[config.mk]
export PLATFORM = sky130hd
export DESIGN_NAME = wbuff_write_ctrl_flat
export DESIGN_NICKNAME = d
export VERILOG_FILES = /design/src/rtl/wbuff_pkg.sv /design/src/rtl/wbuff_write_ctrl_if.sv /design/src/rtl/wbuff_fill_cnt.sv /design/src/rtl/wbuff_write_ctrl.sv /design/src/flat_wrapper.sv
export SDC_FILE = /design/constraint.sdc
export NUM_CORES = 1
export LEC_CHECK = 0
export ABC_CLOCK_PERIOD_IN_PS = 6200
export BUFFER_PORTS_ARGS = -buffer_cell sky130_fd_sc_hd__buf_2
export CORE_ASPECT_RATIO = 0.7
export CORE_MARGIN = 5
export CORE_UTILIZATION = 49
export CTS_BUF_LIST = sky130_fd_sc_hd__clkbuf_8
export DETAILED_ROUTE_END_ITERATION = 12
export PLACE_DENSITY = 0.75
export SYNTH_ARGS = -nofsm -noshare
export SYNTH_HDL_FRONTEND = slang
export SYNTH_SLANG_ARGS = --single-unit
[constraint.sdc]
create_clock -name clk -period 6.2 [get_ports clk]
set_clock_uncertainty 0.05 [all_clocks]
set_input_delay 0.31 -clock clk [delete_from_list [all_inputs] [get_ports clk]]
set_output_delay 0.31 -clock clk [all_outputs]
set_load 0.005 [all_outputs]
[src/rtl/wbuff_pkg.sv]
// Shared types, default sizes and width helper for the weight buffer write path.
package wbuff_pkg;

    typedef enum logic [1:0] {IDLE, FILL, DONE} wbuff_state_e;

    localparam int NB_PE_COL    = 16;
    localparam int BUFFER_DEPTH = 72;
    localparam int BUFFER_WIDTH = 16;

    function automatic int clogb2(input int n);
        int r;
        r = 0;
        while ((1 << r) < n) begin
            r = r + 1;
        end
        return r;
    endfunction

endpackage

[src/rtl/wbuff_write_ctrl_if.sv]
// Weight stream in, per-column buffer write port out.
interface wbuff_write_ctrl_if import wbuff_pkg::*; #(
    parameter int nb_pe_col         = NB_PE_COL,
    parameter int buffer_depth      = BUFFER_DEPTH,
    parameter int buffer_width      = BUFFER_WIDTH,
    parameter int buffer_addr_width = clogb2(buffer_depth)
) ();

    logic [buffer_width-1:0]                     s_data;
    logic                                        s_valid;
    logic                                        s_ready;
    logic [nb_pe_col-1:0][buffer_addr_width-1:0] wAddr;
    logic [nb_pe_col-1:0][buffer_width-1:0]      buffer_data_in;
    logic [nb_pe_col-1:0]                        buffer_wEn_AH;

    modport master (
        output s_data, s_valid,
        input  s_ready, wAddr, buffer_data_in, buffer_wEn_AH
    );

    modport slave (
        input  s_data, s_valid,
        output s_ready, wAddr, buffer_data_in, buffer_wEn_AH
    );

endinterface

[src/rtl/wbuff_fill_cnt.sv]
// Column/address counter pair for an interleaved fill: columns advance first, then the address.
module wbuff_fill_cnt import wbuff_pkg::*; #(
    parameter int nb_pe_col         = NB_PE_COL,
    parameter int buffer_depth      = BUFFER_DEPTH,
    parameter int buffer_addr_width = clogb2(buffer_depth),
    parameter int col_idx_width     = clogb2(nb_pe_col)
) (
    input  logic                         clk,
    input  logic                         rst,
    input  logic                         adv,
    input  logic                         clr,
    input  logic [col_idx_width:0]       nb_cols,
    input  logic [buffer_addr_width:0]   words_per_col,
    output logic [col_idx_width-1:0]     col,
    output logic [buffer_addr_width-1:0] addr,
    output logic                         last
);

    logic col_last;
    logic addr_last;

    assign col_last  = ({1'b0, col}  == nb_cols - (col_idx_width + 1)'(1));
    assign addr_last = ({1'b0, addr} == words_per_col - (buffer_addr_width + 1)'(1));
    assign last      = col_last && addr_last;

    always_ff @(posedge clk) begin
        if (rst || clr) begin
            col  <= '0;
            addr <= '0;
        end else if (adv) begin
            if (col_last) begin
                col  <= '0;
                addr <= addr + buffer_addr_width'(1);
            end else begin
                col  <= col + col_idx_width'(1);
            end
        end
    end

endmodule

[src/rtl/wbuff_write_ctrl.sv]
// Weight-load job controller: scatters a word stream across the column buffers, one write per beat.
module wbuff_write_ctrl import wbuff_pkg::*; #(
    parameter int nb_pe_col         = NB_PE_COL,
    parameter int buffer_depth      = BUFFER_DEPTH,
    parameter int buffer_width      = BUFFER_WIDTH,
    parameter int buffer_addr_width = clogb2(buffer_depth),
    parameter int col_idx_width     = clogb2(nb_pe_col)
) (
    input  logic                       clk,
    input  logic                       rst,
    input  logic                       start,
    input  logic                       abort,
    input  logic [buffer_addr_width:0] cfg_words_per_col,
    input  logic [col_idx_width:0]     cfg_nb_cols,
    wbuff_write_ctrl_if.slave          bus,
    output logic                       busy,
    output logic                       done,
    output logic                       cfg_err
);

    localparam logic [buffer_addr_width:0] W_MAX = (buffer_addr_width + 1)'(buffer_depth);
    localparam logic [col_idx_width:0]     C_MAX = (col_idx_width + 1)'(nb_pe_col);

    wbuff_state_e                 state_q, state_d;
    logic [col_idx_width:0]       nb_cols_q;
    logic [buffer_addr_width:0]   words_q;
    logic [col_idx_width-1:0]     col;
    logic [buffer_addr_width-1:0] addr;
    logic                         last;
    logic                         cfg_ok;
    logic                         start_ok;
    logic                         hs;
    logic                         ready;
    logic                         cfg_err_p1;

    logic [nb_pe_col-1:0]                        wen_p1;
    logic [nb_pe_col-1:0][buffer_addr_width-1:0] waddr_p1;
    logic [nb_pe_col-1:0][buffer_width-1:0]      wdata_p1;

    assign cfg_ok   = (cfg_words_per_col != '0) && (cfg_words_per_col <= W_MAX) &&
                      (cfg_nb_cols != '0) && (cfg_nb_cols <= C_MAX);
    assign start_ok = (state_q == IDLE) && start && cfg_ok;
    // abort wins over a same-cycle beat, so that beat is neither written nor counted
    assign hs       = (state_q == FILL) && bus.s_valid && !abort;

    always_ff @(posedge clk) begin
        if (rst) begin
            state_q <= IDLE;
        end else begin
            state_q <= state_d;
        end
    end

    always_comb begin
        state_d = state_q;
        ready   = 1'b0;
        busy    = 1'b0;
        done    = 1'b0;
        case (state_q)
            IDLE: begin
                if (start_ok) state_d = FILL;
            end
            FILL: begin
                ready = 1'b1;
                busy  = 1'b1;
                if (abort)           state_d = IDLE;
                else if (hs && last) state_d = DONE;
            end
            DONE: begin
                done    = 1'b1;
                state_d = IDLE;
            end
            default: state_d = IDLE;
        endcase
    end

    always_ff @(posedge clk) begin
        if (rst) begin
            nb_cols_q  <= '0;
            words_q    <= '0;
            cfg_err_p1 <= 1'b0;
        end else begin
            cfg_err_p1 <= (state_q == IDLE) && start && !cfg_ok;
            if (start_ok) begin
                nb_cols_q <= cfg_nb_cols;
                words_q   <= cfg_words_per_col;
            end
        end
    end

    wbuff_fill_cnt #(
        .nb_pe_col         (nb_pe_col),
        .buffer_depth      (buffer_depth),
        .buffer_addr_width (buffer_addr_width),
        .col_idx_width     (col_idx_width)
    ) u_cnt (
        .clk           (clk),
        .rst           (rst),
        .adv           (hs),
        .clr           (start_ok),
        .nb_cols       (nb_cols_q),
        .words_per_col (words_q),
        .col           (col),
        .addr          (addr),
        .last          (last)
    );

    // Stage p1: only the addressed column's address/data registers load, idle columns hold
    always_ff @(posedge clk) begin
        if (rst) begin
            wen_p1   <= '0;
            waddr_p1 <= '0;
            wdata_p1 <= '0;
        end else begin
            wen_p1 <= '0;
            if (hs) begin
                wen_p1[col]   <= 1'b1;
                waddr_p1[col] <= addr;
                wdata_p1[col] <= bus.s_data;
            end
        end
    end

    assign bus.s_ready        = ready;
    assign bus.buffer_wEn_AH  = wen_p1;
    assign bus.wAddr          = waddr_p1;
    assign bus.buffer_data_in = wdata_p1;
    assign cfg_err            = cfg_err_p1;

endmodule

[src/flat_wrapper.sv]
// flat-port wrapper written by rule: the top's interface ports become plain ports
module wbuff_write_ctrl_flat import wbuff_pkg::*;
#(
    parameter int nb_pe_col         = NB_PE_COL,
    parameter int buffer_depth      = BUFFER_DEPTH,
    parameter int buffer_width      = BUFFER_WIDTH,
    parameter int buffer_addr_width = clogb2(buffer_depth),
    parameter int col_idx_width     = clogb2(nb_pe_col)
)
  (clk, rst, start, abort, cfg_words_per_col, cfg_nb_cols, busy, done, cfg_err, bus_s_data, bus_s_valid, bus_s_ready, bus_wAddr, bus_buffer_data_in, bus_buffer_wEn_AH);
  wbuff_write_ctrl_if #(.nb_pe_col(nb_pe_col), .buffer_depth(buffer_depth), .buffer_width(buffer_width), .buffer_addr_width(buffer_addr_width)) bus_i ();
  input  logic clk;
  input  logic rst;
  input  logic start;
  input  logic abort;
  input  logic [buffer_addr_width:0] cfg_words_per_col;
  input  logic [col_idx_width:0] cfg_nb_cols;
  output logic busy;
  output logic done;
  output logic cfg_err;
  input wire logic [$bits(bus_i.s_data)-1:0] bus_s_data;
  input wire logic [$bits(bus_i.s_valid)-1:0] bus_s_valid;
  output wire logic [$bits(bus_i.s_ready)-1:0] bus_s_ready;
  output wire logic [$bits(bus_i.wAddr)-1:0] bus_wAddr;
  output wire logic [$bits(bus_i.buffer_data_in)-1:0] bus_buffer_data_in;
  output wire logic [$bits(bus_i.buffer_wEn_AH)-1:0] bus_buffer_wEn_AH;
  assign bus_i.s_data = bus_s_data;
  assign bus_i.s_valid = bus_s_valid;
  assign bus_s_ready = bus_i.s_ready;
  assign bus_wAddr = bus_i.wAddr;
  assign bus_buffer_data_in = bus_i.buffer_data_in;
  assign bus_buffer_wEn_AH = bus_i.buffer_wEn_AH;
  wbuff_write_ctrl #(.nb_pe_col(nb_pe_col), .buffer_depth(buffer_depth), .buffer_width(buffer_width), .buffer_addr_width(buffer_addr_width), .col_idx_width(col_idx_width)) u_core (.clk(clk), .rst(rst), .start(start), .abort(abort), .cfg_words_per_col(cfg_words_per_col), .cfg_nb_cols(cfg_nb_cols), .bus(bus_i), .busy(busy), .done(done), .cfg_err(cfg_err));
endmodule
==> run metrics, run 1 <==
Post-synth ARST share=0; Syn Inst Count=between 1500 and 2000; initial core utilization=0.4948; Die H=155.4 um; total gr overflow=0; Setup WS post-layout=3.389 ns; DRT iter0 DRCs=about 1700; clock slew at reported path FFs=roughly 0.07 ns; vias per std cell=between 5 and 6; Main synth FF type=dfxtp_1; final core occ=0.6107; final setup TNS=0 ns; DR vias=roughly 15000; area growth from synthesis to layout=23.41%; library cells used by synthesis=48; die width=around 220 um; largest net degree at the start of global routing=roughly 150; drt wl/cell=slightly below 20 um; clk sink count=~400; Die ar.=33830 um2; worst reg2reg path depth=5; CTS HTree Levels=2; critical-path maximum fanout=22; crit path max-delay cell type=dfxtp_1; RePlAce Congestion=0.8755; slew margin rel.=0.1756; CTS Buf Count=60; static leakage=7.584 nW; critical path, cell by cell=nand3_1, a221oi_1, o2111ai_1, or4_1, a21oi_1; unrepaired setup endpoints after global routing=false; post-synthesis sequential area ratio=0.5560; Post-synth EDFFs=0; HPWL Detailed=~35 mm; Worst Path Buf+Inv=0; number of stages on the worst setup path=5; Startpoint Class=flip-flop; worst hold path class=in2reg; Worst VDD drop=~0.19 mV; first-pass GRT wire length=~80 mm; Max Transition Viols Final=0; Max clock buf depth=3; Core Area=around 30000 um2; WL final=about 54 mm; initial antenna violation count=0; root buffer cell=clkbuf_8; clock latency on the worst-skew pair=~0.62 ns; first-pass detailed-route iteration total=7; Setup WS pre-CTS=between 3 and 4 ns; post_cts resized=0; CTS tree=yes; share of cells above drive strength 1=0.2365; IO Count=roughly 420; delay-heaviest family, CP=compound AO/OA/AOI/OAI gates; Max Freq=between 300 and 400 MHz; Final min period=around 2.8 ns; endpoint arrival time on the critical path=3.31 ns; Final Hold Viols=0; syn avg cell area=a little under 8 um2; Setup violations, final=0; max capacitance violation total=0; worst hold path stage count=3; cell area after synthesis=14800 um2; Critical Path RT=approximately 6.7 ns; Tcrit/Tclk final=0.4534; Nets=between 2000 and 2500; Yosys Warn Count=0; Pwr per Cell Area=273.1 nW/um2; GR Util All Layers=0.3026; critical path's largest stage delay=between 0.8 and 0.9 ns; final antenna-violating net count=0; FP Rows=53; critical path capture point type=flip-flop; vias in the first global route=roughly 13000; critical path type=reg2reg; IO Port Bufs=about 420; drc violations=0; #FFs+latches synth=between 400 and 500; outcome=completed; syn_nets=between 1500 and 2000; Slew @ Worst Pin=around 1.2 ns; FF-to-FF setup slack=3.39 ns; setup repair bufs after CTS=0
[worst paths after layout]
path | startpoint | to
max reg2reg | u_core.u_cnt.col[2] | u_core.u_cnt.addr[5]
min | cfg_words_per_col[7] | u_core.cfg_err
max | u_core.u_cnt.col[2] | u_core.u_cnt.addr[5]
min reg2reg | u_core.bus.buffer_data_in[171] | u_core.bus.buffer_data_in[171]
[metal layers]
| metal | track usage | wire length, um |
|---|---|---|
| met4 | 0.1086 | 1595 |
| met5 | 0 | 0 |
| met3 | 0.08403 | 5971 |
| met1 | 0.4055 | 21740 |
| met2 | 0.4726 | 24570 |
[Yosys cell counts, drive strengths merged, types with 2 or more instances]
master,number,share of area
nor3,8,0.0027
or4,3,0.0020
a221oi,2,0.0012
or3,6,0.0025
o21ai,19,0.0064
xnor2,8,0.0047
buf,22,0.0085
and4,2,0.0012
nand2,751,0.19
nand2b,2,0.00085
o21ba,2,0.0014
clkbuf,145,0.038
inv,10,0.0025
xor2,8,0.0047
o31ai,2,0.0010
dfxtp,411,0.56
ha,7,0.0059
nor2,43,0.011
nor2b,5,0.0021
nand3,29,0.0098
nand4,4,0.0017
nor4,6,0.0030
and2,2,0.00085
a21oi,391,0.13
[where the power goes]
part | leakage (nW) | internal (mW) | switching, mW
Combinational | 3.57 | 0.0323 | 0.120
Sequential | 3.31 | 2.64 | 0.00345
Clock | 0.705 | 1.15 | 1.04
[tightest hold or removal path, delay by kind of cell]
family                 cells  cell delay, ns
buffers and inverters      1            0.10
AND/OR/NAND/NOR            2            0.26
[layout by cell type (no fill, tap or decap), types with 14 or more instances in the layout]
| master | n |
|---|---|
| dfxtp_1 | 411 |
| inv_1 | 32 |
| nand2_1 | 751 |
| dlygate4sd3_1 | 14 |
| a21oi_1 | 391 |
| buf_2 | 420 |
| clkbuf_8 | 77 |
| o21ai_0 | 14 |
| nor2_1 | 37 |
| buf_4 | 20 |
| nand3_1 | 29 |
[registers in the layout, indices dropped and copies added (netlist names)]
name	count
u_core.state_q	2
u_core.cfg_err	1
u_core.u_cnt.col	4
u_core.bus.buffer_wEn_AH	16
u_core.nb_cols_q	5
u_core.bus.buffer_data_in	256
u_core.words_q	8
u_core.bus.wAddr	112
u_core.u_cnt.addr	7
[through the flow]
step	hold slack, ns	power, mW	cell area, um2	std cells
2_1_floorplan	0.3833	2.795	14800	1904
3_3_place_gp	0.3887	2.844	16910	2588
3_5_place_dp	0.3930	2.847	16910	2588
4_1_cts	0.00007971	5.006	18250	2707
5_1_grt	0.07181	5.158	18260	2708
6_report	0.05958	4.988	18260	2709
[kinds of logic (layout without fill, tap and decap cells)]
kind of cell,count (synthesis),in the layout,share of synthesized area
buf+inv,179,571,0.05014
fa+ha+maj,7,7,0.005918
other cells,0,1,0
xor+xnor,16,16,0.009469
mux,1,1,0.0006764
simple gates,866,866,0.2311
flops,411,411,0.5560
compound gates,424,424,0.1467
[what timing repair did]
item / CTS / global route
hold endpoints to repair: 13 / 1
setup endpoints to repair: 0 / 0
hold buffers: 13 / 1
[final cells by class]
| class | count | area [um2] |
|---|---|---|
| sequential | 411 | 8228 |
| antenna | 1 | 2.502 |
| clock buffer | 77 | 1060 |
| inverter | 10 | 37.54 |
| timing repair buffer | 455 | 2407 |
| fill | 2613 | 11640 |
| clock inverter | 29 | 148.9 |
| tap | 412 | 515.5 |
| multi-input combinational | 1314 | 5864 |
No activity file was read; power rests on OpenSTA's default activity.
==> run 2: changes to the inputs <==
--- a/config.mk
+++ b/config.mk
@@ -5,7 +5,7 @@
 export SDC_FILE = /design/constraint.sdc
 export NUM_CORES = 1
 export LEC_CHECK = 0
-export ABC_CLOCK_PERIOD_IN_PS = 6200
+export ABC_CLOCK_PERIOD_IN_PS = 2800
 export BUFFER_PORTS_ARGS = -buffer_cell sky130_fd_sc_hd__buf_2
 export CORE_ASPECT_RATIO = 0.7
 export CORE_MARGIN = 5
==> constraint.sdc (replaced) <==
create_clock -name clk -period 2.8 [get_ports clk]
set_clock_uncertainty 0.05 [all_clocks]
set_input_delay 0.14 -clock clk [delete_from_list [all_inputs] [get_ports clk]]
set_output_delay 0.14 -clock clk [all_outputs]
set_load 0.005 [all_outputs]
==> run metrics, run 2 (same netlist as run 1, synthesis figures left out) <==
Die ar.=33830 um2 (unchanged); DRT iter0 DRCs=1890 (+14%); Max Freq=approximately 370 MHz; reg2reg start=u_core.nb_cols_q[0]; critical path type=in2reg; RePlAce Congestion=0.8842 (+0.99%); Hold WS=0.05642 ns (-0.003153 ns); clock latency on the worst-skew pair=0.60 ns (-0.02 ns); die width=217.7 um (unchanged); IO Count=422 (unchanged); Setup violations, final=0 (unchanged); area growth from synthesis to layout=27.27%; Startpoint Class=primary input; CTS HTree Levels=2 (unchanged); largest net degree at the start of global routing=105 (-28%); Die H=155.4 um (unchanged); final antenna-violating net count=0 (unchanged); Nets=2357 (+2.8%); outcome=completed; final setup TNS=0 ns (unchanged); clk sink count=411 (unchanged); vias per std cell=5.414 (+0.25%); worst hold path stage count=3 (unchanged); clock slew at reported path FFs=0.07 ns (about the same); initial core utilization=0.4948 (unchanged); root buffer cell=clkbuf_8; max capacitance violation total=0 (unchanged); first-pass detailed-route iteration total=6 (-1); WL final=54.55 mm (+1.2%); most frequent cells in the layout=nand2_1, buf_2, dfxtp_1, a21oi_1, clkbuf_8; slew margin rel.=0.4372 (+0.2615); Slew @ Worst Pin=0.8422 ns (-0.3907 ns); Final min period=between 2 and 3 ns; FP Rows=53 (unchanged); Worst VDD drop=0.4043 mV (+110%); Tcrit/Tclk final=0.9706; Critical Path Source=cfg_words_per_col[0]; Critical Path RT=3.24 ns (-3.46 ns); vias in the first global route=13655 (+2.4%); critical-path maximum fanout=12 (-45%); initial antenna violation count=0 (unchanged); worst hold path class=in2reg; first-pass GRT wire length=80.85 mm (+0.77%); Final Hold Viols=0 (unchanged); endpoint arrival time on the critical path=3.16 ns (-0.15 ns); worst reg2reg path depth=8 (+3); DR vias=14975 (+2.4%); ant diodes=0 (-1); critical path capture point type=flip-flop; CTS Buf Count=59 (-1.7%); total gr overflow=0 (unchanged); drt wl/cell=19.72 um (-0.84%); GR Util All Layers=0.3047 (+0.002129); commonest non-fill, non-tap cell in the layout=nand2_1; Core Area=29910 um2 (unchanged); Pwr per Cell Area=577.5 nW/um2 (+110%); Max Transition Viols Final=0 (unchanged); max FFs per register=256 (unchanged); HPWL Detailed=35.25 mm (+1.5%); IO Port Bufs=421 (unchanged); static leakage=7.861 nW (+3.7%); share of cells above drive strength 1=0.2451 (+0.008616); Max clock buf depth=3 (unchanged); startpoint of the worst hold path=bus_s_data[13]; unrepaired setup endpoints after global routing=false; drc violations=0 (unchanged); CTS tree=yes
run 2: critical path: stages:
cell	delay, ns
dlygate4sd3_1	0.53
buf_2	0.13
or4_4	0.53
o21a_1	0.21
or4_4	0.59
o21ai_0	0.35
a21oi_2	0.10
dlygate4sd3_1	0.58
run 2: metrics by stage:
step	utilization	std cells	worst slack (ns)	cell area (um2)	power (mW)
after CTS	0.6304	2769	0.02120	18850	10.92
after floorplan	-	1904	0.6734	14800	6.189
final	0.6298	2766	0.08220	18830	10.88
after detailed placement	0.5751	2618	0.4425	17200	6.319
after global routing	0.6298	2766	0.07036	18830	11.22
after global placement	0.5751	2618	0.4738	17200	6.313
run 2: repair_timing:
item                                   4_1_cts  5_1_grt
buffers inserted                             0        4
endpoints found under the hold margin      222        0
hold buffers                                52        0
setup endpoints to repair                    0        8
resized for setup                            0        6
run 2: cell type report:
class	instances	area, um2
clock inverter	27	141.4
clock buffer	72	991.0
inverter	10	37.54
sequential	411	8228
timing repair buffer	520	3038
multi-input combinational	1314	5883
tap	412	515.5
fill	2584	11070
run 2: path summary, 6_finish.rpt:
kind | endpoint | slack (ns)
max | u_core.nb_cols_q[4] | 0.08
min | u_core.bus.buffer_data_in[189] | 0.06
max reg2reg | u_core.u_cnt.addr[5] | 0.38
min reg2reg | u_core.bus.buffer_data_in[19] | 0.40
run 2: power breakdown:
| part | switching (mW) | total, mW | leakage (nW) | internal, mW |
|---|---|---|---|---|
| clock | 2.24 | 4.63 | 0.659 | 2.39 |
| combinational | 0.276 | 0.387 | 3.89 | 0.111 |
| sequential | 0.00801 | 5.86 | 3.31 | 5.85 |
| total | 2.52 | 10.9 | 7.86 | 8.35 |
run 2: metal layers:
metal,part of all wire,global-route usage
met1,0.40,0.4037
met5,0,0
met4,0.033,0.1032
met2,0.46,0.4861
met3,0.11,0.08247
==> run 3: changes to the inputs <==
--- a/config.mk
+++ b/config.mk
@@ -7,12 +7,12 @@
 export LEC_CHECK = 0
 export ABC_CLOCK_PERIOD_IN_PS = 2800
 export BUFFER_PORTS_ARGS = -buffer_cell sky130_fd_sc_hd__buf_2
-export CORE_ASPECT_RATIO = 0.7
-export CORE_MARGIN = 5
+export CORE_MARGIN = 4
 export CORE_UTILIZATION = 49
 export CTS_BUF_LIST = sky130_fd_sc_hd__clkbuf_8
 export DETAILED_ROUTE_END_ITERATION = 12
 export PLACE_DENSITY = 0.75
+export RECOVER_POWER = 50
 export SYNTH_ARGS = -nofsm -noshare
 export SYNTH_HDL_FRONTEND = slang
 export SYNTH_SLANG_ARGS = --single-unit
==> run metrics, run 3 (same netlist as run 1, synthesis figures left out) <==
max capacitance violation total=0 (unchanged); outcome=completed; critical-path maximum fanout=12 (unchanged); Core Area=29720 um2 (-0.64%); fin cells=2735 (-1.1%); CTS Buf Count=69 (+17%); clk sink count=411 (unchanged); most frequent cells in the layout=nand2_1, dfxtp_1, a21oi_1, clkbuf_1, buf_2; IO Count=422 (unchanged); final antenna-violating net count=0 (unchanged); worst hold path class=in2reg; Max clock buf depth=3 (unchanged); M3 GR Usage=0.08914 (+0.006668); drc violations=0 (unchanged); FF-to-FF setup slack=0.38 ns (about the same); Reg area=8228 um2 (unchanged); vias per std cell=5.411 (about the same); drt wl/cell=19.70 um (-0.13%); Final Hold Viols=0 (unchanged); Nets=2345 (-0.51%); Tcrit/Tclk final=0.9253 (-0.04531); WHS Endpoint=u_core.bus.buffer_data_in[167]; root buffer cell=clkbuf_8; R2R Path End=u_core.bus.buffer_data_in[122]; endpoint arrival time on the critical path=3.00 ns (-0.16 ns); initial core utilization=0.4980 (+0.003167); static leakage=6.648 nW (-15%); critical path capture point type=flip-flop; reg2reg start=u_core.state_q[1]; initial antenna violation count=0 (unchanged); Pwr per Cell Area=617.4 nW/um2 (+6.9%); area growth from synthesis to layout=24.14%; Worst VDD drop=0.4579 mV (+13%); first-pass detailed-route iteration total=5 (-1); HPWL Detailed=34.64 mm (-1.7%); slew margin rel.=0.2371 (-0.2001); GR Layer Usage met2=0.5083 (+0.02223); worst hold path stage count=3 (unchanged); Inst Count DP=2594 (-0.92%); final core occ=0.6182 (-0.01155); first-pass GRT wire length=81.04 mm (+0.24%); crit path max-delay cell type=or4_4; commonest non-fill, non-tap cell in the layout=nand2_1; RePlAce Congestion=0.8377 (-5.3%); vias in the first global route=14141 (+3.6%); # fillers=2764 (+7.0%); Critical Path RT=3.20 ns (-0.04 ns); Most Crowded Layer GR=met2; share of cells above drive strength 1=0.1335 (-0.1116); DR vias=14800 (-1.2%); critical path's largest stage delay=0.58 ns (about the same); clock slew at reported path FFs=0.06 ns (about the same); Die ar.=33050 um2 (-2.3%); Die H=181.8 um (+17%); largest net degree at the start of global routing=104 (-0.95%); final setup TNS=0 ns (unchanged); WL final=53.87 mm (-1.3%); startpoint of the worst hold path=bus_s_data[7]; FP Rows=63 (+19%); Max Transition Viols Final=0 (unchanged); Startpoint Class=primary input; met1 usage=0.3803 (-0.02335); IO Port Bufs=421 (unchanged); Slew @ Worst Pin=1.144 ns (+0.3021 ns); clock latency on the worst-skew pair=0.57 ns (-0.03 ns); critical path, cell by cell=dlygate4sd3_1, buf_2, or4_4, o21a_1, or4_4, o21ai_0, a21oi_1, dlygate4sd3_1; Multi-input gate area=5876 um2 (-0.13%); total gr overflow=0 (unchanged); ant diodes=0 (unchanged); critical path type=in2reg; CTS HTree Levels=3 (+1); Final min period=2.591 ns (-0.1269 ns); CTS tree=yes; max FFs per register=256 (unchanged); Setup violations, final=0 (unchanged); Max Freq=386.0 MHz (+4.9%); die width=181.8 um (-17%); worst reg2reg path depth=5 (-3); GR Util All Layers=0.3106 (+0.005955); DRT iter0 DRCs=1344 (-29%); unrepaired setup endpoints after global routing=false
## run 3: changes by cell type in the layout (fill, tap and decap cells not counted), sizes merged
cell	change
clkinv	-1
inv	+3
clkinvlp	+2
dlymetal6s4s	-1
dlygate4sd3	-16
buf	-282
clkbuf	+286
## run 3: stage by stage
stage	worst slack (ns)	cell area, um2	power, mW	hold WS (ns)
floorplan	0.6734	14800	6.189	0.2348
global placement	0.5685	17140	6.305	0.3702
detailed placement	0.4640	17140	6.308	0.3764
CTS	0.01913	18730	11.40	0.0001906
global route	0.1654	18370	11.70	0.01386
finish	0.2091	18370	11.34	0.02789
## run 3: how the worst max path moves through the flow
stage,from,end,slack [ns],cells past startpoint
after global placement,u_core.nb_cols_q[0],u_core.u_cnt.addr[6],0.57,8
after detailed placement,u_core.nb_cols_q[0],u_core.u_cnt.addr[6],0.46,8
after CTS,cfg_words_per_col[0],u_core.nb_cols_q[4],0.02,10
final,cfg_words_per_col[0],u_core.nb_cols_q[3],0.21,8
after floorplan,u_core.nb_cols_q[0],u_core.u_cnt.addr[4],0.67,8
after global routing,cfg_words_per_col[0],u_core.nb_cols_q[4],0.17,8
## run 3: layout make-up
cell class / instances / share of cell area
clock buffers: 81 / 0.06068
inverters: 10 / 0.002043
clock inverters: 31 / 0.01015
well taps: 390 / 0.02656
multi-input cells: 1314 / 0.3198
repair buffers: 498 / 0.1329
flip-flops and latches: 411 / 0.4479
## run 3: where the power goes
group | internal [mW] | leakage (nW) | switching, mW | total (mW)
Clock | 2.72 | 0.737 | 2.40 | 5.12
Combinational | 0.0903 | 2.60 | 0.266 | 0.357
Sequential | 5.86 | 3.31 | 0.00765 | 5.86
Total | 8.67 | 6.65 | 2.67 | 11.3
## run 3: timing repair
item / CTS / global route
hold buffers: 29 / 0
gates resized for setup: 0 / 1
setup endpoints to repair: 0 / 1
endpoints found under the hold margin: 98 / 0
buffers inserted: 0 / 1
## run 3: metal layers
layer,vias to the layer above,share of wire
li1,6944,-
met5,-,0
met4,0,0.047
met3,153,0.11
met1,6894,0.39
met2,809,0.46
## run 3: worst max-delay path: cells and delay by family
| family | cells | cell delay, ns |
|---|---|---|
| buf+inv | 3 | 1.25 |
| compound gates | 3 | 0.49 |
| simple gates | 2 | 1.12 |
